`config.mk`:
```
export PLATFORM = sky130hd
export DESIGN_NAME = bfcpu_gen2
export DESIGN_NICKNAME = d
export VERILOG_FILES = /design/src/rtl/bf_pkg.sv /design/src/rtl/bf_loop_stack.sv /design/src/rtl/bfcpu_gen2.sv
export SDC_FILE = /design/constraint.sdc
export NUM_CORES = 1
export LEC_CHECK = 0
export CAP_MARGIN = 20
export CORE_MARGIN = 10
export CORE_UTILIZATION = 25
export DETAILED_ROUTE_END_ITERATION = 16
export MAX_ROUTING_LAYER = met4
export PLACE_DENSITY = 0.49
export SLEW_MARGIN = 20
export SYNTH_ARGS = -nofsm -noshare
export SYNTH_HDL_FRONTEND = slang
export SYNTH_HIERARCHICAL = 1
export SYNTH_SLANG_ARGS = --single-unit
```
`constraint.sdc`:
```
create_clock -name clk -period 3.5 [get_ports clk]
set_input_delay 0.7 -clock clk [delete_from_list [all_inputs] [get_ports clk]]
set_output_delay 0.7 -clock clk [all_outputs]
set_load 0.05 [all_outputs]
```
`src/rtl/bf_pkg.sv`:
```
// -----------------------------------------------------------------------------
// bf_pkg -- shared definitions for the bfcpu_gen2 Brainfuck core.
//   * opcode byte values (OP_*), including the explicit halt opcode 0x00
//   * core FSM state encoding (state_t)
//   * bus direction constants (DIR_READ / DIR_WRITE)
// -----------------------------------------------------------------------------
package bf_pkg;

    localparam logic [7:0] OP_INC_DP = 8'h3E;  // '>'
    localparam logic [7:0] OP_DEC_DP = 8'h3C;  // '<'
    localparam logic [7:0] OP_INC    = 8'h2B;  // '+'
    localparam logic [7:0] OP_DEC    = 8'h2D;  // '-'
    localparam logic [7:0] OP_OUT    = 8'h2E;  // '.'
    localparam logic [7:0] OP_IN     = 8'h2C;  // ','
    localparam logic [7:0] OP_LOOP   = 8'h5B;  // '['
    localparam logic [7:0] OP_END    = 8'h5D;  // ']'
    localparam logic [7:0] OP_HALT   = 8'h00;

    localparam logic DIR_READ  = 1'b0;
    localparam logic DIR_WRITE = 1'b1;

    typedef enum logic [3:0] {
        ST_FETCH,
        ST_FETCH_W,
        ST_DECODE,
        ST_D_RD,
        ST_D_WR,
        ST_IO_RD,
        ST_IO_WR,
        ST_EXEC,
        ST_HALT
    } state_t;

endpackage

```
`src/rtl/bf_loop_stack.sv`:
```
// -----------------------------------------------------------------------------
// bf_loop_stack -- return-address stack for '[' ... ']' loops.
//   STACK_DEPTH entries of I_ADDR_WIDTH bits.
// Ports:
//   clk, rst        clock, synchronous active-high reset (clears the pointer)
//   push, push_data store push_data on top (ignored when full)
//   pop             discard the top entry (ignored when empty)
//   top             current top entry (meaningless when empty)
//   full, empty     occupancy flags
// push and pop must not be asserted in the same cycle; the core never does so.
// -----------------------------------------------------------------------------
module bf_loop_stack
    import bf_pkg::*;
#(
    parameter int STACK_DEPTH  = 16,
    parameter int I_ADDR_WIDTH = 16
) (
    input  logic                    clk,
    input  logic                    rst,
    input  logic                    push,
    input  logic                    pop,
    input  logic [I_ADDR_WIDTH-1:0] push_data,
    output logic [I_ADDR_WIDTH-1:0] top,
    output logic                    full,
    output logic                    empty
);

    localparam int IDX_W = (STACK_DEPTH > 1) ? $clog2(STACK_DEPTH) : 1;
    localparam int SP_W  = $clog2(STACK_DEPTH + 1);

    logic [I_ADDR_WIDTH-1:0] mem_q [STACK_DEPTH];
    logic [SP_W-1:0]         sp_q, sp_d;
    logic [IDX_W-1:0]        wr_idx, top_idx;

    always_comb begin
        full    = (sp_q == SP_W'(STACK_DEPTH));
        empty   = (sp_q == '0);
        wr_idx  = IDX_W'(sp_q);
        top_idx = IDX_W'(sp_q - 1'b1);
        top     = mem_q[top_idx];
        sp_d    = sp_q;
        if (push && !full) begin
            sp_d = sp_q + 1'b1;
        end else if (pop && !empty) begin
            sp_d = sp_q - 1'b1;
        end
    end

    always_ff @(posedge clk) begin
        if (rst) begin
            sp_q <= '0;
        end else begin
            sp_q <= sp_d;
        end
    end

    // Entries are plain storage; only the pointer needs a reset.
    always_ff @(posedge clk) begin
        if (push && !full) begin
            mem_q[wr_idx] <= push_data;
        end
    end

endmodule

```
`src/rtl/bfcpu_gen2.sv`:
```
// -----------------------------------------------------------------------------
// bfcpu_gen2 -- second-generation Brainfuck core.
// Fetches opcodes over the i_ bus, keeps one data cell cached (valid/dirty),
// and executes > < + - . , [ ] plus halt (0x00). Other bytes are NOPs.
// Ports:
//   clk, rst                     clock, synchronous active-high reset
//   i_req/i_addr/i_ack/i_rdata   instruction fetch (i_addr = ip)
//   d_req/d_dir/d_addr/d_wdata/d_ack/d_rdata   cell memory (d_addr = dp)
//   io_req/io_dir/io_wdata/io_ack/io_rdata     byte I/O ('.' write, ',' read)
//   halt_n                       low once halted
//   err                          halted on loop-stack overflow/underflow
// Build option:
//   BFCPU_ICNT_EN  adds output icnt[31:0], count of retired opcodes
//                  (NOPs and skipped ones included), frozen in HALT.
// -----------------------------------------------------------------------------
module bfcpu_gen2
    import bf_pkg::*;
#(
    parameter int I_ADDR_WIDTH = 16,
    parameter int D_ADDR_WIDTH = 8,
    parameter int CELL_WIDTH   = 8,
    parameter int STACK_DEPTH  = 16,
    parameter int RESET_VECTOR = 0,
    parameter int RESET_DP     = 0
) (
    input  logic                    clk,
    input  logic                    rst,
    output logic                    i_req,
    output logic [I_ADDR_WIDTH-1:0] i_addr,
    input  logic                    i_ack,
    input  logic [7:0]              i_rdata,
    output logic                    d_req,
    output logic                    d_dir,
    output logic [D_ADDR_WIDTH-1:0] d_addr,
    output logic [CELL_WIDTH-1:0]   d_wdata,
    input  logic                    d_ack,
    input  logic [CELL_WIDTH-1:0]   d_rdata,
    output logic                    io_req,
    output logic                    io_dir,
    output logic [7:0]              io_wdata,
    input  logic                    io_ack,
    input  logic [7:0]              io_rdata,
    output logic                    halt_n,
    output logic                    err
`ifdef BFCPU_ICNT_EN
    ,
    output logic [31:0]             icnt
`endif
);

    localparam int SKIP_W = $clog2(STACK_DEPTH) + 1;

    state_t                  state_q, state_d;
    logic [I_ADDR_WIDTH-1:0] ip_q, ip_d;
    logic [D_ADDR_WIDTH-1:0] dp_q, dp_d;
    logic [CELL_WIDTH-1:0]   cell_q, cell_d;
    logic                    cell_vld_q, cell_vld_d;
    logic                    cell_dirty_q, cell_dirty_d;
    logic [SKIP_W-1:0]       skip_q, skip_d;
    logic [7:0]              op_q, op_d;
    logic                    err_q, err_d;
    logic                    exec_now;
    logic                    uses_cell;
    logic                    stk_push, stk_pop;
    logic [I_ADDR_WIDTH-1:0] stk_top;
    logic                    stk_full, stk_empty;

    bf_loop_stack #(
        .STACK_DEPTH (STACK_DEPTH),
        .I_ADDR_WIDTH(I_ADDR_WIDTH)
    ) u_stack (
        .clk      (clk),
        .rst      (rst),
        .push     (stk_push),
        .pop      (stk_pop),
        .push_data(ip_q),
        .top      (stk_top),
        .full     (stk_full),
        .empty    (stk_empty)
    );

    // State register (control) and cached data (no reset needed).
    always_ff @(posedge clk) begin
        if (rst) begin
            state_q      <= ST_FETCH;
            ip_q         <= I_ADDR_WIDTH'(RESET_VECTOR);
            dp_q         <= D_ADDR_WIDTH'(RESET_DP);
            cell_vld_q   <= 1'b0;
            cell_dirty_q <= 1'b0;
            skip_q       <= '0;
            err_q        <= 1'b0;
        end else begin
            state_q      <= state_d;
            ip_q         <= ip_d;
            dp_q         <= dp_d;
            cell_vld_q   <= cell_vld_d;
            cell_dirty_q <= cell_dirty_d;
            skip_q       <= skip_d;
            err_q        <= err_d;
        end
    end

    always_ff @(posedge clk) begin
        cell_q <= cell_d;
        op_q   <= op_d;
    end

    // Next-state logic.
    always_comb begin
        state_d      = state_q;
        ip_d         = ip_q;
        dp_d         = dp_q;
        cell_d       = cell_q;
        cell_vld_d   = cell_vld_q;
        cell_dirty_d = cell_dirty_q;
        skip_d       = skip_q;
        op_d         = op_q;
        err_d        = err_q;
        exec_now     = 1'b0;
        stk_push     = 1'b0;
        stk_pop      = 1'b0;
        uses_cell    = (op_q == OP_INC) || (op_q == OP_DEC) || (op_q == OP_OUT) ||
                       (op_q == OP_LOOP) || (op_q == OP_END);

        unique case (state_q)
            ST_FETCH:   state_d = ST_FETCH_W;
            ST_FETCH_W: begin
                if (i_ack) begin
                    op_d    = i_rdata;
                    state_d = ST_DECODE;
                end
            end
            ST_DECODE: begin
                if (skip_q != '0) begin
                    // Skipping a zero-cell loop: only bracket depth matters.
                    if (op_q == OP_LOOP && skip_q != '1) begin
                        skip_d = skip_q + 1'b1;
                    end else if (op_q == OP_END) begin
                        skip_d = skip_q - 1'b1;
                    end
                    ip_d    = ip_q + 1'b1;
                    state_d = ST_FETCH;
                end else if (op_q == OP_INC_DP || op_q == OP_DEC_DP || op_q == OP_HALT) begin
                    // Leaving the cell: write it back first if modified.
                    if (cell_dirty_q) state_d = ST_D_WR;
                    else              exec_now = 1'b1;
                end else if (op_q == OP_IN) begin
                    state_d = ST_IO_RD;
                end else if (uses_cell && !cell_vld_q) begin
                    state_d = ST_D_RD;
                end else begin
                    exec_now = 1'b1;
                end
            end
            ST_D_RD: begin
                if (d_ack) begin
                    cell_d       = d_rdata;
                    cell_vld_d   = 1'b1;
                    cell_dirty_d = 1'b0;
                    state_d      = ST_EXEC;
                end
            end
            ST_D_WR: begin
                if (d_ack) begin
                    cell_vld_d   = 1'b0;
                    cell_dirty_d = 1'b0;
                    state_d      = ST_EXEC;
                end
            end
            ST_IO_RD: begin
                if (io_ack) begin
                    cell_d       = CELL_WIDTH'(io_rdata);
                    cell_vld_d   = 1'b1;
                    cell_dirty_d = 1'b1;
                    ip_d         = ip_q + 1'b1;
                    state_d      = ST_FETCH;
                end
            end
            ST_IO_WR: begin
                if (io_ack) begin
                    ip_d    = ip_q + 1'b1;
                    state_d = ST_FETCH;
                end
            end
            ST_EXEC: exec_now = 1'b1;
            ST_HALT: state_d = ST_HALT;
            default: state_d = ST_FETCH;
        endcase

        // Execution with the cell cache already in the required condition.
        if (exec_now) begin
            state_d = ST_FETCH;
            ip_d    = ip_q + 1'b1;
            case (op_q)
                OP_HALT: begin
                    state_d = ST_HALT;
                    ip_d    = ip_q;
                end
                OP_INC: begin
                    cell_d       = cell_q + 1'b1;
                    cell_dirty_d = 1'b1;
                end
                OP_DEC: begin
                    cell_d       = cell_q - 1'b1;
                    cell_dirty_d = 1'b1;
                end
                OP_INC_DP, OP_DEC_DP: begin
                    dp_d         = (op_q == OP_INC_DP) ? dp_q + 1'b1 : dp_q - 1'b1;
                    cell_vld_d   = 1'b0;
                    cell_dirty_d = 1'b0;
                end
                OP_OUT: begin
                    state_d = ST_IO_WR;
                    ip_d    = ip_q;
                end
                OP_LOOP: begin
                    if (cell_q == '0) begin
                        skip_d = SKIP_W'(1);
                    end else if (stk_full) begin
                        state_d = ST_HALT;
                        err_d   = 1'b1;
                        ip_d    = ip_q;
                    end else begin
                        stk_push = 1'b1;
                    end
                end
                OP_END: begin
                    if (stk_empty) begin
                        state_d = ST_HALT;
                        err_d   = 1'b1;
                        ip_d    = ip_q;
                    end else if (cell_q != '0) begin
                        ip_d = stk_top + 1'b1;
                    end else begin
                        stk_pop = 1'b1;
                    end
                end
                default: ;
            endcase
        end
    end

    // Bus outputs: address/data are held at zero whenever the bus is idle.
    always_comb begin
        i_req    = (state_q == ST_FETCH_W);
        i_addr   = i_req ? ip_q : '0;
        d_req    = (state_q == ST_D_RD) || (state_q == ST_D_WR);
        d_dir    = (state_q == ST_D_WR) ? DIR_WRITE : DIR_READ;
        d_addr   = d_req ? dp_q : '0;
        d_wdata  = (state_q == ST_D_WR) ? cell_q : '0;
        io_req   = (state_q == ST_IO_RD) || (state_q == ST_IO_WR);
        io_dir   = (state_q == ST_IO_WR) ? DIR_WRITE : DIR_READ;
        io_wdata = (state_q == ST_IO_WR) ? cell_q[7:0] : 8'h00;
        halt_n   = (state_q != ST_HALT);
        err      = err_q;
    end

`ifdef BFCPU_ICNT_EN
    logic        retire;
    logic [31:0] icnt_q, icnt_d;

    // An opcode retires when an execution state hands back to FETCH or HALT.
    always_comb begin
        retire = ((state_q == ST_DECODE) || (state_q == ST_EXEC) ||
                  (state_q == ST_IO_RD)  || (state_q == ST_IO_WR)) &&
                 ((state_d == ST_FETCH)  || (state_d == ST_HALT));
        icnt_d = icnt_q + (retire ? 32'd1 : 32'd0);
        icnt   = icnt_q;
    end

    always_ff @(posedge clk) begin
        if (rst) icnt_q <= '0;
        else     icnt_q <= icnt_d;
    end
`endif

endmodule

```
* Yosys cells after proc, flatten, opt, wreduce, memory -nomap -nowiden
Memories as Yosys holds them, arrays and structs flattened. Cells that the tools add are included.
Word-level totals: register bits 57, bits in latches 0, RAM bits 256, ROM bits 0, input port bits 29, output and inout bits 47, logic and storage cells 162, memories kept 1
Memory list:
- u_stack.mem_q | words 16, bits a word 16, read ports 1, clocked after memory_dff 0, wr ports 1, RTL line bf_loop_stack.sv:31 | logic [I_ADDR_WIDTH-1:0] mem_q [STACK_DEPTH];
Cells by class: add/subtract/negate cells 10, multipliers 0, divide/modulo/power cells 0, order comparisons 0, eq/ne operators 32, shift operators 0, muxes and demuxes 75, bitwise gates (word level) 0, reductions and logical operators 34
Operators with widths (count):
- two-way mux 16 bit | 8
- two-way mux 8 bit | 7
- == test 8 x 6 -> 1 bit (second input constant) | 6
- two-way mux 4 bit | 12
- case mux 16 bit (3 select lines) | 1
- two-way mux 5 bit | 9
- adder 16 x 1 -> 16 bit (second input constant) | 2
- case mux 16 bit (2 select lines) | 1
- case mux 8 bit (2 select lines) | 2
- two-way mux 1 bit | 28
- case mux 4 bit (7 select lines) | 1
- adder 8 x 1 -> 8 bit (second input constant) | 2
- == test 4 x 3 -> 1 bit (second input constant) | 4
- == test 8 x 7 -> 1 bit (second input constant) | 2
- zero test 8 bit | 2
- case mux 4 bit (4 select lines) | 1
- subtractor 8 x 1 -> 8 bit (second input constant) | 2
- AND reduction 6 bit | 2
- adder 5 x 1 -> 5 bit (second input constant) | 2
- inequality test 2 bit (second input constant) | 5
- inequality test 5 bit (second input constant) | 2
- OR reduction 2 bit | 5
- subtractor 5 x 1 -> 5 bit (second input constant) | 2
- inequality test 3 x 1 -> 1 bit (second input constant) | 3
- other kinds (21) | 40

* Depth between registers and ports, before layout
Gate-level depths: netlist of run 1.
depth in word-level cells 15, gate-level depth with buffers 18, gate-level depth less buffers 14

* By module
Netlist of run 1, hierarchy kept.
By module, submodules not included:
- bf_loop_stack | instances 1, cells an instance 482, area an instance 10302.4 sq um
- bfcpu_gen2 | instances 1, cells an instance 519, area an instance 4175.3 sq um

* Least setup slack after synthesis of run 1
Ideal clock, no wire load.
path type register to register, start point register u_stack.sp_q[0], end point register ip_q[14], arrival time 3.530 ns, required time 3.366 ns, path slack -0.164 ns, cell stages (with the launch flop) 18, period minus slack after synthesis 3.664 ns, path through dfxtp_1 -> buf_6 -> buf_4 -> inv_1 -> ha_1 -> xor2_2 -> buf_6 -> mux4_2 -> mux2i_1 -> a21oi_1 -> ha_1 -> nand3_1 -> or3_1 -> nor3_1 -> xnor2_1 -> mux2i_1 -> nor2_1 -> nor3_2
Between the ends: word-level cells in the longest chain between the ends 7, elaborated cells on any way between the ends 12
Ends and longest elaborated chain:
- start, declared | RTL line bf_loop_stack.sv:32 | logic [SP_W-1:0] sp_q, sp_d;
- start signal, assigned | RTL line bf_loop_stack.sv:53 | sp_q <= sp_d;
- subtractor 5 x 1 -> 5 bit | RTL line bf_loop_stack.sv:39 | top_idx = IDX_W'(sp_q - 1'b1);
- memory read (16 x 16 bit)
- via stk_top[0] | RTL line bfcpu_gen2.sv:65 | logic [I_ADDR_WIDTH-1:0] stk_top;
- adder 16 x 1 -> 16 bit | RTL line bfcpu_gen2.sv:233 | ip_d = stk_top + 1'b1;
- two-way mux 16 bit | RTL line bfcpu_gen2.sv:232 | end else if (cell_q != '0) begin
- two-way mux 16 bit | RTL line bfcpu_gen2.sv:228 | if (stk_empty) begin
- case mux 16 bit (3 select lines) | RTL line bfcpu_gen2.sv:194 | case (op_q)
- two-way mux 16 bit | RTL line bfcpu_gen2.sv:191 | if (exec_now) begin
- end signal, assigned | RTL line bfcpu_gen2.sv:86 | ip_q <= I_ADDR_WIDTH'(RESET_VECTOR);
- end signal, assigned | RTL line bfcpu_gen2.sv:94 | ip_q <= ip_d;
- end, declared | RTL line bfcpu_gen2.sv:54 | logic [I_ADDR_WIDTH-1:0] ip_q, ip_d;
The timed path passes the listed nets, and every way through them passes these cells. The select of a mux whose other input is x is not followed. A chain may end at the register's enable or synchronous reset.

* Worst setup path in the final report of run 1
start point register state_q[1], end point output port io_req
Between the ends: word-level cells in the longest chain between the ends 2, elaborated cells on any way between the ends 3
Ends and longest elaborated chain:
- start, declared | RTL line bfcpu_gen2.sv:53 | state_t state_q, state_d;
- start signal, assigned | RTL line bfcpu_gen2.sv:93 | state_q <= state_d;
- == test 4 x 3 -> 1 bit | RTL line bfcpu_gen2.sv:251 | io_req = (state_q == ST_IO_RD) || (state_q == ST_IO_WR);
- logical OR 1 bit (*) | RTL line bfcpu_gen2.sv:251
- end, declared | RTL line bfcpu_gen2.sv:38 | output logic io_req,
Every way passes the cells marked *; elsewhere a longest branch is shown, timed or not.

==> key figures, run 1 <==
Worst setup path
  – Maximum fanout along the worst path: 12
  – Critical Path End Type: primary output
  – Crit Path Class: flip-flop to primary output
  – Setup crit start kind: flip-flop
  – Critical Path RT: 2.80 ns
  – Arr. time, crit path: between 2 and 3 ns
  – Critical R2R Capture: ip_q[13]
  – Critical R2R Launch: u_stack/sp_q[0]
  – Slowest-stage cell, CP: clkdlybuf4s50_1
  – Stages on the worst setup path: 4
  – R2R depth: 14
  – R2R Setup Slk: 0.22 ns
  – Family with the most delay on the worst path: buffers and inverters
  – Critical path cell sequence: buf_4 -> xor2_1 -> and3_1 -> clkdlybuf4s50_1
  – CP Buf/Inv Count: 2
  – CP max stage delay: 0.87 ns

GRT
  – Gr usage total: 11.82%
  – Pin count of the biggest net entering global routing: 39
  – Grt total ovfl: 0
  – Vias in the first global route: between 9,000 and 10,000
  – First-pass GRT wire length: approximately 59,000 um
  – Initial antenna violation count: 1

Floorplan
  – Die Span Y: 260.6 um
  – I/O pins: 76
  – Die area: just under 70,000 um^2
  – # rows: 88
  – Initial core utilization: 25.19%
  – Die Wd: 260.6 um
  – Core Region: 57,480 um^2

Synthesis
  – Post-Synth Adder-Cell Area: roughly 2.2%
  – Post-Synth XOR/XNOR Area: approximately 2.3%
  – Synth Flop Type: edfxtp_1
  – Mapped Area: around 14,000 um^2
  – Largest family of logic cells by synthesized area: multiplexers
  – Ys async rst share: 0%
  – Post-synthesis register bit count: 313
  – Sequential share of the synthesized area: 61.53%
  – Synth Area in Compound Gates: roughly 7.9%
  – Post-Syn Instances: approximately 1,000
  – Mux contribution to synthesized area: between 10% and 20%
  – Avg Cell Area, Syn: 14.46 um^2
  – Synth Area in Simple Gates: ~11%
  – Post-synth EDFFs: ~260
  – Net Count, Synth: about 1,100
  – Yosys cell types: 85
  – Synth Warn #: 6

Route
  – Vias per inst: 4.672
  – Routed WL: 39,010 um
  – M1 WL: about 18,000 um
  – Met2 wire length: roughly 18,000 um
  – Final ANT Viol Nets: 0
  – Top layer in use: met4
  – WL per Instance: roughly 20 um
  – Drt first pass iters: 5
  – DRT iter0 DRCs: ~520
  – Metal3 WL: between 2000 and 2500 um
  – DRC errors left: 0
  – Via count: 9,041

Worst hold path
  – Hold Path Depth: 2
  – Hold path startpoint: err
  – Worst Hold End: err
  – Worst min path class: flip-flop to flip-flop

Cells and area
  – Layout cells sized above 1: between 20% and 30%
  – Final Cell Area: roughly 18,000 um^2
  – Final #Nets: 1,193
  – Area Overhead vs Synth: 24.83%
  – Fin cells: roughly 1,900

Placed design
  – Gpl congestion: 0.8207
  – Cells after DPL: ~1,900
  – I/O Buffers: 75
  – Cell area after placement: roughly 17,000 um^2
  – DPL Wire Length: 25,950 um

Clock tree
  – CTS Buf Count: 36
  – CTS max path bufs: 3
  – H-tree Lvls: 2
  – Sink Count: ~310
  – Clock-pin slew on the worst setup and hold paths: 0.06 ns
  – CTS tree: done
  – Clk root buf: clkbuf_16
  – Clk_lat worst skew: 0.55 ns

Timing
  – Final period util: approximately 96%
  – Slew Viols, Final: 0
  – Slew headroom: between 20% and 30%
  – Worst-Margin Slew: 1.160 ns
  – Final setup viols: 0
  – Final hold vios: 0
  – Post-layout min period: 3.343 ns
  – Clock Skew: approximately 0.013 ns
  – Max Fclk: roughly 0.30 GHz

Flow run
  – Total of max-cap violations: 0

Power
  – Tot Pwr: around 8.8 mW
  – PwrDens: slightly below 500 nW/um^2
  – Max IR drop VDD: between 0.2 and 0.3 mV
  – Leakage power: between 5 and 6 nW

Run status
  – Result of the run: finished clean
## worst register-to-register path, cell delays in order (launching register included)
cell	delay, ns
dfxtp_4	0.34
inv_1	0.08
ha_2	0.23
xor2_4	0.26
buf_4	0.16
buf_4	0.25
mux4_1	0.21
mux2i_1	0.13
a21oi_1	0.25
nand3_1	0.20
nor3_4	0.21
nand3_1	0.17
o21a_1	0.22
o31ai_1	0.29
a211oi_2	0.11
## where the power goes
group / switching [mW] / internal (mW) / total [mW]
logic: 0.546 / 0.372 / 0.918
clock network: 1.51 / 2.11 / 3.62
registers: 0.139 / 4.11 / 4.25
total: 2.19 / 6.60 / 8.79
## cells in the mapped netlist, types with 5 or more instances
cell type    n  share of area, %
edfxtp_1   264                55
nor2_1      72               1.9
mux4_2      53               8.2
nand2_1     53               1.4
dfxtp_1     49               6.8
a21oi_1     47               1.6
and2_1      37               1.6
o21ai_0     27              0.93
inv_1       25              0.65
mux2i_1     23               1.6
xnor2_1     23               1.4
nand3_1     22              0.76
ha_1        21               1.8
clkbuf_1    19              0.49
nor3_1      18              0.62
a211oi_1    17              0.88
nor2b_1     17              0.73
nor4_1      15              0.65
buf_2       14              0.48
xor2_1      13              0.79
buf_4       11              0.57
mux4_1      11               2.0
nand4_1      9              0.39
nand2b_1     8              0.35
and3_1       7              0.30
buf_6        7              0.54
o211ai_1     7              0.36
o21a_1       7              0.36
a22oi_1      6              0.31
o32ai_1      6              0.36
a211oi_2     5              0.43
a31oi_1      5              0.22
## worst max path at each step
stage                     from   endpoint  slack, ns
2_1_floorplan  u_stack/sp_q[0]   ip_q[14]      -0.03
3_3_place_gp   u_stack/sp_q[0]   ip_q[13]     -0.005
6_report            state_q[1]     io_req       0.16
5_1_grt        u_stack/sp_q[0]   ip_q[14]     -0.003
3_5_place_dp   u_stack/sp_q[0]   ip_q[13]      -0.07
4_1_cts             state_q[1]  d_addr[7]       0.03
## layer usage
metal	vias up	global-route usage, %
met3	54	2.801
met4	0	3.891
li1	4201	-
met1	4568	15.12
met2	218	18.19
met5	-	-
## cell usage in the layout (no fill, tap or decap), types with 27 or more instances in the layout
cell	instances
mux4_2	53
a21oi_1	42
dfxtp_1	48
o21ai_0	27
buf_4	78
edfxtp_1	264
nor2_1	60
clkdlybuf4s50_1	35
clkbuf_16	38
buf_12	36
and2_1	37
nand2_1	52
## stage by stage
stage                     setup WS, ns  setup TNS, ns  util, %  hold WS [ns]
after floorplan               -0.02666       -0.02820        -        0.4622
after global placement       -0.005232      -0.005232    29.32        0.4662
after detailed placement      -0.06710       -0.06710    29.32        0.4662
after CTS                      0.03245              0    31.29        0.4952
after global routing         -0.003129      -0.004641    31.44        0.5205
final                           0.1574              0    31.44        0.4935
## logic make-up after synthesis
family	after synthesis
adders and majority gates	24
buffers and inverters	76
AOI/OAI and AO/OA	163
DFF	313
xor gates and xnor gates	37
muxes	89
and+or+nand+nor	299
## registers in the layout, indices dropped and copies added (netlist names), 4 cells and up
name	cells
cell_q	8
dp_q	8
ip_q	16
op_q	8
skip_q	5
state_q	4
u_stack/mem_q	256
u_stack/sp_q	5
## what timing repair did
item	in CTS	in global routing
setup buffers	0	6
resized for setup	2	10
hold buffers	0	0
setup endpoints to repair	9	14
pin swaps	0	2
endpoints found under the hold margin	0	0
## layout make-up
| class | count | area, um^2 |
|---|---|---|
| diodes | 1 | 2.502 |
| clock buffers | 50 | 1016 |
| clock inverters | 16 | 113.9 |
| fillers | 5736 | 39400 |
| inverters | 25 | 93.84 |
| multi-input cells | 612 | 5280 |
| flip-flops and latches | 313 | 8912 |
| well taps | 765 | 957.2 |
| repair buffers | 153 | 1697 |
No activity file was read; power rests on OpenSTA's default activity.
==> run 2: changes to the inputs <==
--- a/config.mk
+++ b/config.mk
@@ -10,7 +10,7 @@
 export CORE_UTILIZATION = 25
 export DETAILED_ROUTE_END_ITERATION = 16
 export MAX_ROUTING_LAYER = met4
-export PLACE_DENSITY = 0.49
+export PLACE_DENSITY_LB_ADDON = 0.15
 export SLEW_MARGIN = 20
 export SYNTH_ARGS = -nofsm -noshare
 export SYNTH_HDL_FRONTEND = slang
==> run 2 against run 1 <==
Effect of this change:
- non-clock buffer count up 20
- via count increased by 1.2%
- combinational power grew 7.6%
- clock power is essentially flat
- sequential share of layout area decreased by 0.45 points
- first-iteration DRC count increased by 10%
- wire length grew 4.0%
- total power grew 0.89%
- worst setup slack better by 0.048 ns
- utilization up 0.29 points
- largest cell class unchanged
==> key figures, run 2 (synthesis gave the netlist of run 1 again) <==
Run status
  – Result of the run: finished clean

Timing
  – Post-layout min period: ~3.3 ns
  – Slew headroom: 43.20%
  – Final setup viols: 0
  – Clock Skew: between 0.02 and 0.025 ns
  – Slew Viols, Final: 0
  – Final hold vios: 0
  – RSZ-0062 raised after global routing: false
  – Max Fclk: 0.3036 GHz
  – Worst-Margin Slew: 0.8520 ns
  – Final period util: a little over nine tenths

Power
  – Internal power: around 6.6 mW
  – Max IR drop VDD: around 0.29 mV
  – Leakage power: roughly 5.6 nW
  – Tot Pwr: about 9 mW
  – Flop pwr share: 47.7%
  – Switch Pwr: ~2.2 mW
  – Sw Share: 25.17%
  – Clock power share: 41.2%
  – PwrDens: just under 500 nW/um^2
  – Logic pwr share: roughly 11%

Floorplan
  – I/O pins: 76
  – Initial core utilization: 25.19%
  – Core Region: 57,480 um^2
  – Die Wd: between 200 and 300 um
  – Die Span Y: around 260 um
  – # rows: approximately 90
  – Die area: between 60,000 and 70,000 um^2

GRT
  – Pin count of the biggest net entering global routing: 39
  – Initial antenna violation count: 0
  – Grt total ovfl: 0
  – First-pass GRT wire length: roughly 60,000 um
  – Vias in the first global route: 9,510
  – Gr usage total: between 10% and 20%

Worst setup path
  – Most common cell on crit path: buf_12
  – Crit Path Class: flip-flop to flip-flop
  – Critical Path End Type: flip-flop
  – Maximum fanout along the worst path: 13
  – Slowest-stage cell, CP: dfxtp_4
  – CP Buf/Inv Count: 5
  – Stages on the worst setup path: 16
  – Critical path cell sequence: inv_1 -> ha_2 -> xor2_4 -> buf_12 -> buf_12 -> buf_12 -> mux4_2 -> mux2i_1 -> a21oi_1 -> nand4_1 -> nor3_1 -> buf_4 -> nand3_1 -> o21a_1 -> o31ai_1 -> a211oi_2
  – R2R depth: 16
  – Setup crit start kind: flip-flop
  – Arr. time, crit path: between 3 and 4 ns
  – CP max stage delay: around 0.36 ns
  – Critical Path RT: about 3.9 ns
  – Family with the most delay on the worst path: compound AO/OA/AOI/OAI gates

Cells and area
  – Area of the multi-input gates: 5253 um^2
  – Fillers: 5,805
  – Register area: roughly 8900 um^2
  – Area Overhead vs Synth: 25.98%
  – Most common cell after layout, fill and taps aside: edfxtp_1
  – Max reg flops: between 200 and 300
  – Final #Nets: 1,215
  – Final Cell Area: roughly 18,000 um^2
  – Largest regs: u_stack/mem_q x256, ip_q x16
  – Reg with most FFs: u_stack/mem_q
  – Most frequent cells in the layout: edfxtp_1 (264), buf_4 (100), nor2_1 (60), nand2_1 (53), mux4_2 (53)
  – Layout cells sized above 1: about a quarter

Route
  – DRT iter0 DRCs: 577
  – Top layer in use: met4
  – Vias per inst: roughly 4.7
  – Via count: between 9,000 and 10,000
  – Final ANT Viol Nets: 0
  – WL per Instance: 20.72 um
  – Routed WL: about 41,000 um
  – Drt first pass iters: 6
  – Met2 wire length: between 15,000 and 20,000 um
  – DRC errors left: 0
  – Metal3 WL: between 1500 and 2000 um
  – M1 WL: slightly below 20,000 um

Clock tree
  – CTS max path bufs: 3
  – H-tree Lvls: 2
  – Sink Count: roughly 310
  – CTS Buf Count: 38
  – # hold bufs at CTS: 0
  – CTS tree: done
  – Clock-pin slew on the worst setup and hold paths: 0.06 ns
  – Clk_lat worst skew: around 0.55 ns
  – Clk root buf: clkbuf_16

Flow run
  – Total of max-cap violations: 0

Placed design
  – Gpl congestion: approximately 0.76
  – Cell area after placement: around 17,000 um^2
  – I/O Buffers: 75
  – DPL Wire Length: roughly 28,000 um

Worst hold path
  – Hold Path Depth: 2
  – Worst min path class: flip-flop to flip-flop
[run 2: routing by layer]
layer	GRT usage, %	vias to the layer above
li1	-	4248
met1	16.52	4680
met2	18.83	180
met3	2.637	42
met4	3.423	0
met5	-	-
[run 2: power by group through the flow]
| stage | clock network, mW | registers, mW | logic, mW |
|---|---|---|---|
| 6_report | 3.65 | 4.23 | 0.988 |
| 5_1_grt | 3.94 | 4.24 | 1.09 |
| 4_1_cts | 3.79 | 4.23 | 0.996 |
| 3_5_place_dp | 0 | 4.31 | 0.987 |
| 3_3_place_gp | 0 | 4.31 | 0.977 |
| 2_1_floorplan | 0 | 4.29 | 0.615 |
[run 2: path summary, 6_finish.rpt]
| kind | startpoint | end | slack, ns |
|---|---|---|---|
| setup / recovery | u_stack/sp_q[0] | ip_q[13] | 0.21 |
| hold / removal | dp_q[6] | dp_q[6] | 0.50 |
| setup reg to reg | u_stack/sp_q[0] | ip_q[13] | 0.21 |
| hold reg to reg | dp_q[6] | dp_q[6] | 0.50 |
[run 2: layout make-up]
type                       count  share of cell area [%]
sequential                   313                   48.86
antenna                        1                 0.01372
multi-input combinational    612                   28.80
clock inverter                22                  0.8301
inverter                      25                  0.5145
clock buffer                  47                   5.516
tap                          765                   5.248
timing repair buffer         173                   10.21
[run 2: stage by stage]
| step | cells | setup slack (ns) | utilization, % | hold slack, ns | TNS, ns |
|---|---|---|---|---|---|
| 4_1_cts | 1952 | 0.08823 | 31.60 | 0.5098 | 0 |
| 5_1_grt | 1957 | 0.005843 | 31.73 | 0.5391 | 0 |
| 2_1_floorplan | 1001 | -0.02666 | - | 0.4622 | -0.02820 |
| 3_5_place_dp | 1883 | 0.09874 | 29.59 | 0.5024 | 0 |
| 6_report | 1958 | 0.2057 | 31.73 | 0.5047 | 0 |
| 3_3_place_gp | 1882 | 0.1199 | 29.56 | 0.5018 | 0 |
[run 2: timing repair]
item                       in CTS  in global routing
buffers inserted                0                  5
hold endpoints to repair        0                  0
setup endpoints to repair       0                 15
resized for setup               0                  4
[run 2: tightest hold or removal path: cells and delay by family (launching register included)]
kind,cells,cell delay (ns)
AOI/OAI and AO/OA,2,0.13
DFF,1,0.33
==> variant 1, RTL diff (flow settings as in run 1) <==
`D_ADDR_WIDTH`: 8 -> 7.
--- a/src/rtl/bfcpu_gen2.sv
+++ b/src/rtl/bfcpu_gen2.sv
@@ -17,7 +17,7 @@
     import bf_pkg::*;
 #(
     parameter int I_ADDR_WIDTH = 16,
-    parameter int D_ADDR_WIDTH = 8,
+    parameter int D_ADDR_WIDTH = 7,
     parameter int CELL_WIDTH   = 8,
     parameter int STACK_DEPTH  = 16,
     parameter int RESET_VECTOR = 0,
Interface: changed (resized d_addr); port bits go from 76 to 75. No check against the original RTL was run, so the function may have changed too.
==> variant 1 against run 1 <==
Combinational power rose by 15%; worst setup slack improved by 0.030 ns; die area down 1.6%; non-clock buffer count stayed put; sequential cell count shrank 1; wire length decreased by 4.1%; final area is 3.4% lower; synthesized area fell by 1.8%; synthesized cell count fell by 3.9%; power grew 1.0%; critical path type unchanged; highest routed layer unchanged.
==> variant 1: results (changes against run 1) <==
routability cong.=0.829 (was 0.821); Yosys cell types=78 (was 85); DP Cell Count=1828 (was 1862); Multi-input comb cells=579 (was 612); CTS resizes=5 (was 2); CP arrival=2.61 ns (was 2.64 ns); Mapped Cells=962 (was 1001); Final clock-cell share=6.43% (was 6.25%); Comb group=1.06 mW (was 918 µW); Layout fillers=5688 (was 5736); Met2 Wirelength=16800 µm (was 18100 µm); GRT Util Overall=11.4% (was 11.8%); routing usage on met1=15.4% (was 15.1%); status=completed (unchanged); skew final=0.0288 ns (was 0.0129 ns); max_slew headroom=40.7% (was 22.5%); FP Rows=87 (was 88); met1 wire length=18200 µm (was 17900 µm); leakage=5.56 nW (was 5.55 nW); Non-CTS buffers=153 (unchanged); clock sink total=312 (was 313); largest net degree at the start of global routing=42 (was 39); Largest stage delay, worst path=0.82 ns (was 0.87 ns); critical path peak fanout=9 (was 12); Switching Power=2.28 mW (was 2.19 mW); Place WS=0.112 ns (was -0.0671 ns); number of global-route vias before repair=9228 (was 9368); multi-input gate share of total cell area=28.8% (was 29.2%); sequential power=4.21 mW (was 4.25 mW); met3 Use GR=2.41% (was 2.80%); Num CTS Buffers=35 (was 36); Top Registers=u_stack/mem_q x256, ip_q x16 (unchanged); first-pass GRT wire length=57600 µm (was 59100 µm); Tot Pwr=8.88 mW (was 8.79 mW); clkbuf count=39 (was 50); DRT iter0 DRCs=644 (was 524); first-pass detailed-route iteration total=4 (was 5); Vias=8861 (was 9041); GRT met2 Usage=17.3% (was 18.2%); HPWL Detailed=24200 µm (was 26000 µm); sequential cell area=0.00889 mm² (was 0.00891 mm²); metal3 WL=1880 µm (was 2090 µm); Cell Area, Placed=0.0163 mm² (was 0.0168 mm²); synth top area cells=edfxtp_1 56%, mux4_2 8.4%, dfxtp_1 6.8%, mux4_1 2.0%, mux2i_1 2.0% (was edfxtp_1 55%, mux4_2 8.2%, dfxtp_1 6.8%, mux4_1 2.0%, nor2_1 1.9%); antenna cells=0 (was 1); Nets=1160 (was 1193); Commonest cells post-synth=264 x edfxtp_1, 63 x nor2_1, 53 x mux4_2, 48 x dfxtp_1, 47 x nand2_1 (was 264 x edfxtp_1, 72 x nor2_1, 53 x mux4_2, 53 x nand2_1, 49 x dfxtp_1); Non-clock buffering overhead=7.81% (was 9.39%); wire per inst=19.8 µm (was 20.2 µm); Logic inverters=28 (was 25); fin cells=1892 (was 1935); number of buffers added on ports=74 (was 75); Worst VDD drop=0.284 mV (was 0.283 mV)
-- variant 1: path summary, 6_finish.rpt --
| check | depth (start not counted) | end | start | slack (ns) |
|---|---|---|---|---|
| worst min-delay path | 2 | dp_q[5] | dp_q[5] | 0.52 |
| worst min register to register | 2 | dp_q[5] | dp_q[5] | 0.52 |
| worst max-delay path | 6 | d_wdata[2] | state_q[2] | 0.19 |
| worst max register to register | 14 | ip_q[12] | u_stack/sp_q[1] | 0.24 |
-- variant 1: logic make-up after synthesis --
kind of cell    count (synthesis)  share of synthesized area (%)
xor+xnor                       36                           2.27
fa+ha+maj                      22                           2.04
compound gates                162                           7.89
flops                         312                           62.5
mux                            95                           12.6
simple gates                  264                           10.1
buf+inv                        71                           2.61
-- variant 1: stage by stage --
stage / hold WS [ns] / utilization (%)
2_1_floorplan: 0.462 / -
3_3_place_gp: 0.494 / 28.9
3_5_place_dp: 0.516 / 28.9
4_1_cts: 0.526 / 30.9
5_1_grt: 0.556 / 30.9
6_report: 0.515 / 30.9
==> variant 2, RTL diff (config.mk and constraints of run 1) <==
Without the edit above. Re-encode `state_t` (9 states) as one-hot, 9 bits wide.
--- a/src/rtl/bf_pkg.sv
+++ b/src/rtl/bf_pkg.sv
@@ -19,16 +19,16 @@
     localparam logic DIR_READ  = 1'b0;
     localparam logic DIR_WRITE = 1'b1;
 
-    typedef enum logic [3:0] {
-        ST_FETCH,
-        ST_FETCH_W,
-        ST_DECODE,
-        ST_D_RD,
-        ST_D_WR,
-        ST_IO_RD,
-        ST_IO_WR,
-        ST_EXEC,
-        ST_HALT
+    typedef enum logic [8:0] {
+        ST_FETCH   = 9'b000000001,
+        ST_FETCH_W = 9'b000000010,
+        ST_DECODE  = 9'b000000100,
+        ST_D_RD    = 9'b000001000,
+        ST_D_WR    = 9'b000010000,
+        ST_IO_RD   = 9'b000100000,
+        ST_IO_WR   = 9'b001000000,
+        ST_EXEC    = 9'b010000000,
+        ST_HALT    = 9'b100000000
     } state_t;
 
 endpackage
Behaviour: same outputs for any inputs over 4 cycles, from zero or initial values and one cycle with rst high; so few cycles prove little.
==> variant 2 against run 1 <==
Wire length shrank 3.3%; worst setup slack lost 0.069 ns; final area grew 1.8%; register-to-register slack lost 0.10 ns; sequential cell count grew 5; synthesized area shrank 0.48%; critical path type unchanged; critical path depth is the same; non-clock buffer count grew 6; synthesized cell count grew 0.60%.
Power is not compared: it rests on default switching activity, and its combinational part moved more than twofold at a synthesized area within 25%.
==> variant 2: results (changes against run 1) <==
Top Registers=u_stack/mem_q x256, ip_q x16, state_q x9 (was u_stack/mem_q x256, ip_q x16); number of buffers added on ports=75 (unchanged); root buffer cell=clkbuf_16 (unchanged); number of global-route vias before repair=9546 (was 9368); fin cells=1940 (was 1935); critical path peak fanout=5 (was 12); first-pass GRT wire length=58300 µm (was 59100 µm); HPWL Detailed=25200 µm (was 26000 µm); Num CTS Buffers=37 (was 36); status=completed (unchanged); Cell Area, Placed=0.0171 mm² (was 0.0168 mm²); Vias=9152 (was 9041); Slew @ Worst Pin=0.844 ns (was 1.16 ns); GRT Util Overall=11.5% (was 11.8%); skew final=0.0219 ns (was 0.0129 ns); Post-synth EDFFs=264 (unchanged); Hold WC Path Type=flip-flop to flip-flop (unchanged); routability cong.=0.804 (was 0.821); largest net degree at the start of global routing=38 (was 39); Seq/Total Area, Yosys=62.5% (was 61.5%); syn_nets=1059 (was 1053); first-pass detailed-route iteration total=4 (was 5); worst skew pair latency=0.55 ns (about the same); Yosys cell types=71 (was 85); Avg Cell Area, Syn=14.3 µm² (was 14.5 µm²); wire per inst=19.4 µm (was 20.2 µm); share of post-route cells with drive strength above 1=24.9% (was 24.6%); CP arrival=2.71 ns (was 2.64 ns); initial antenna violation count=0 (was 1); synth top area cells=edfxtp_1 55%, mux4_2 8.3%, dfxtp_1 7.5%, mux4_1 2.0%, a21oi_1 1.9% (was edfxtp_1 55%, mux4_2 8.2%, dfxtp_1 6.8%, mux4_1 2.0%, nor2_1 1.9%); FP Rows=87 (was 88); antenna cells=0 (was 1); Nets=1207 (was 1193); Commonest cells post-synth=264 x edfxtp_1, 69 x nor2_1, 56 x nand2_1, 54 x a21oi_1, 54 x dfxtp_1 (was 264 x edfxtp_1, 72 x nor2_1, 53 x mux4_2, 53 x nand2_1, 49 x dfxtp_1); DRT iter0 DRCs=546 (was 524)
-- variant 2: cell count changes after synthesis, moves of 6 or more --
cell and change:
a21oi_1 +7, a21o_1 +6, clkbuf_1 +7, and3_1 +16, nor2b_1 +12, nand3_1 -8, a211oi_1 +6, a32o_1 +6
and2_1 -15, nor4_1 -7
-- variant 2: power by group --
group,switching (mW),internal (mW)
combinational,0.125,0.112
sequential,0.0236,4.06
clock,1.57,2.28
-- variant 2: critical path, stage by stage (launching register included) --
cell,delay (ns)
dfxtp_1,0.30
or4_1,0.54
or3_4,0.38
or4b_2,0.71
buf_4,0.24
-- variant 2: cells by family after synthesis --
group	Yosys count	share of synthesized area, %
and+or+nand+nor	296	10.8
AOI/OAI and AO/OA	173	7.84
buffers and inverters	72	2.40
muxes	89	12.0
adders and majority gates	24	2.17
xor gates and xnor gates	35	2.18
DFF	318	62.5
-- variant 2: metal layers --
layer	up-vias	part of all wire [%]	global-route usage, %
met5	-	0	-
met4	0	2.2	3.15
met3	50	5.6	2.88
met2	228	46	17.7
met1	4643	46	14.8
li1	4231	-	-
-- variant 2: area by class of cell --
type                       instances  area, µm²
multi-input combinational        617       5280
inverter                          22       82.6
tap                              756        946
clock inverter                    21        215
clock buffer                      47       1000
timing repair buffer             159       1850
fill                            5554      38300
sequential                       318       9010
-- variant 2: stage by stage --
stage           TNS [ns]  total power, mW  worst slack, ns
3_5_place_dp       -1.19             4.39          -0.0306
3_3_place_gp    -0.00458             4.39        -0.000943
6_report               0             8.18           0.0880
2_1_floorplan      -6.02             4.30           -0.131
5_1_grt        -0.000979             8.48        -0.000979
4_1_cts           -0.541             8.30          -0.0980
-- variant 2: path summary, 6_finish.rpt --
| path | start | to | slack, ns | cells past startpoint |
|---|---|---|---|---|
| worst max-delay path | state_q[6] | halt_n | 0.09 | 4 |
| worst min-delay path | dp_q[7] | dp_q[7] | 0.50 | 2 |
| worst max register to register | state_q[6] | u_stack/mem_q[2][0] | 0.12 | 11 |
| worst min register to register | dp_q[7] | dp_q[7] | 0.50 | 2 |
-- variant 2: repair_timing --
item,in CTS,in global routing
resized for setup,32,37
endpoints found under the setup margin,73,102
setup buffers,0,2
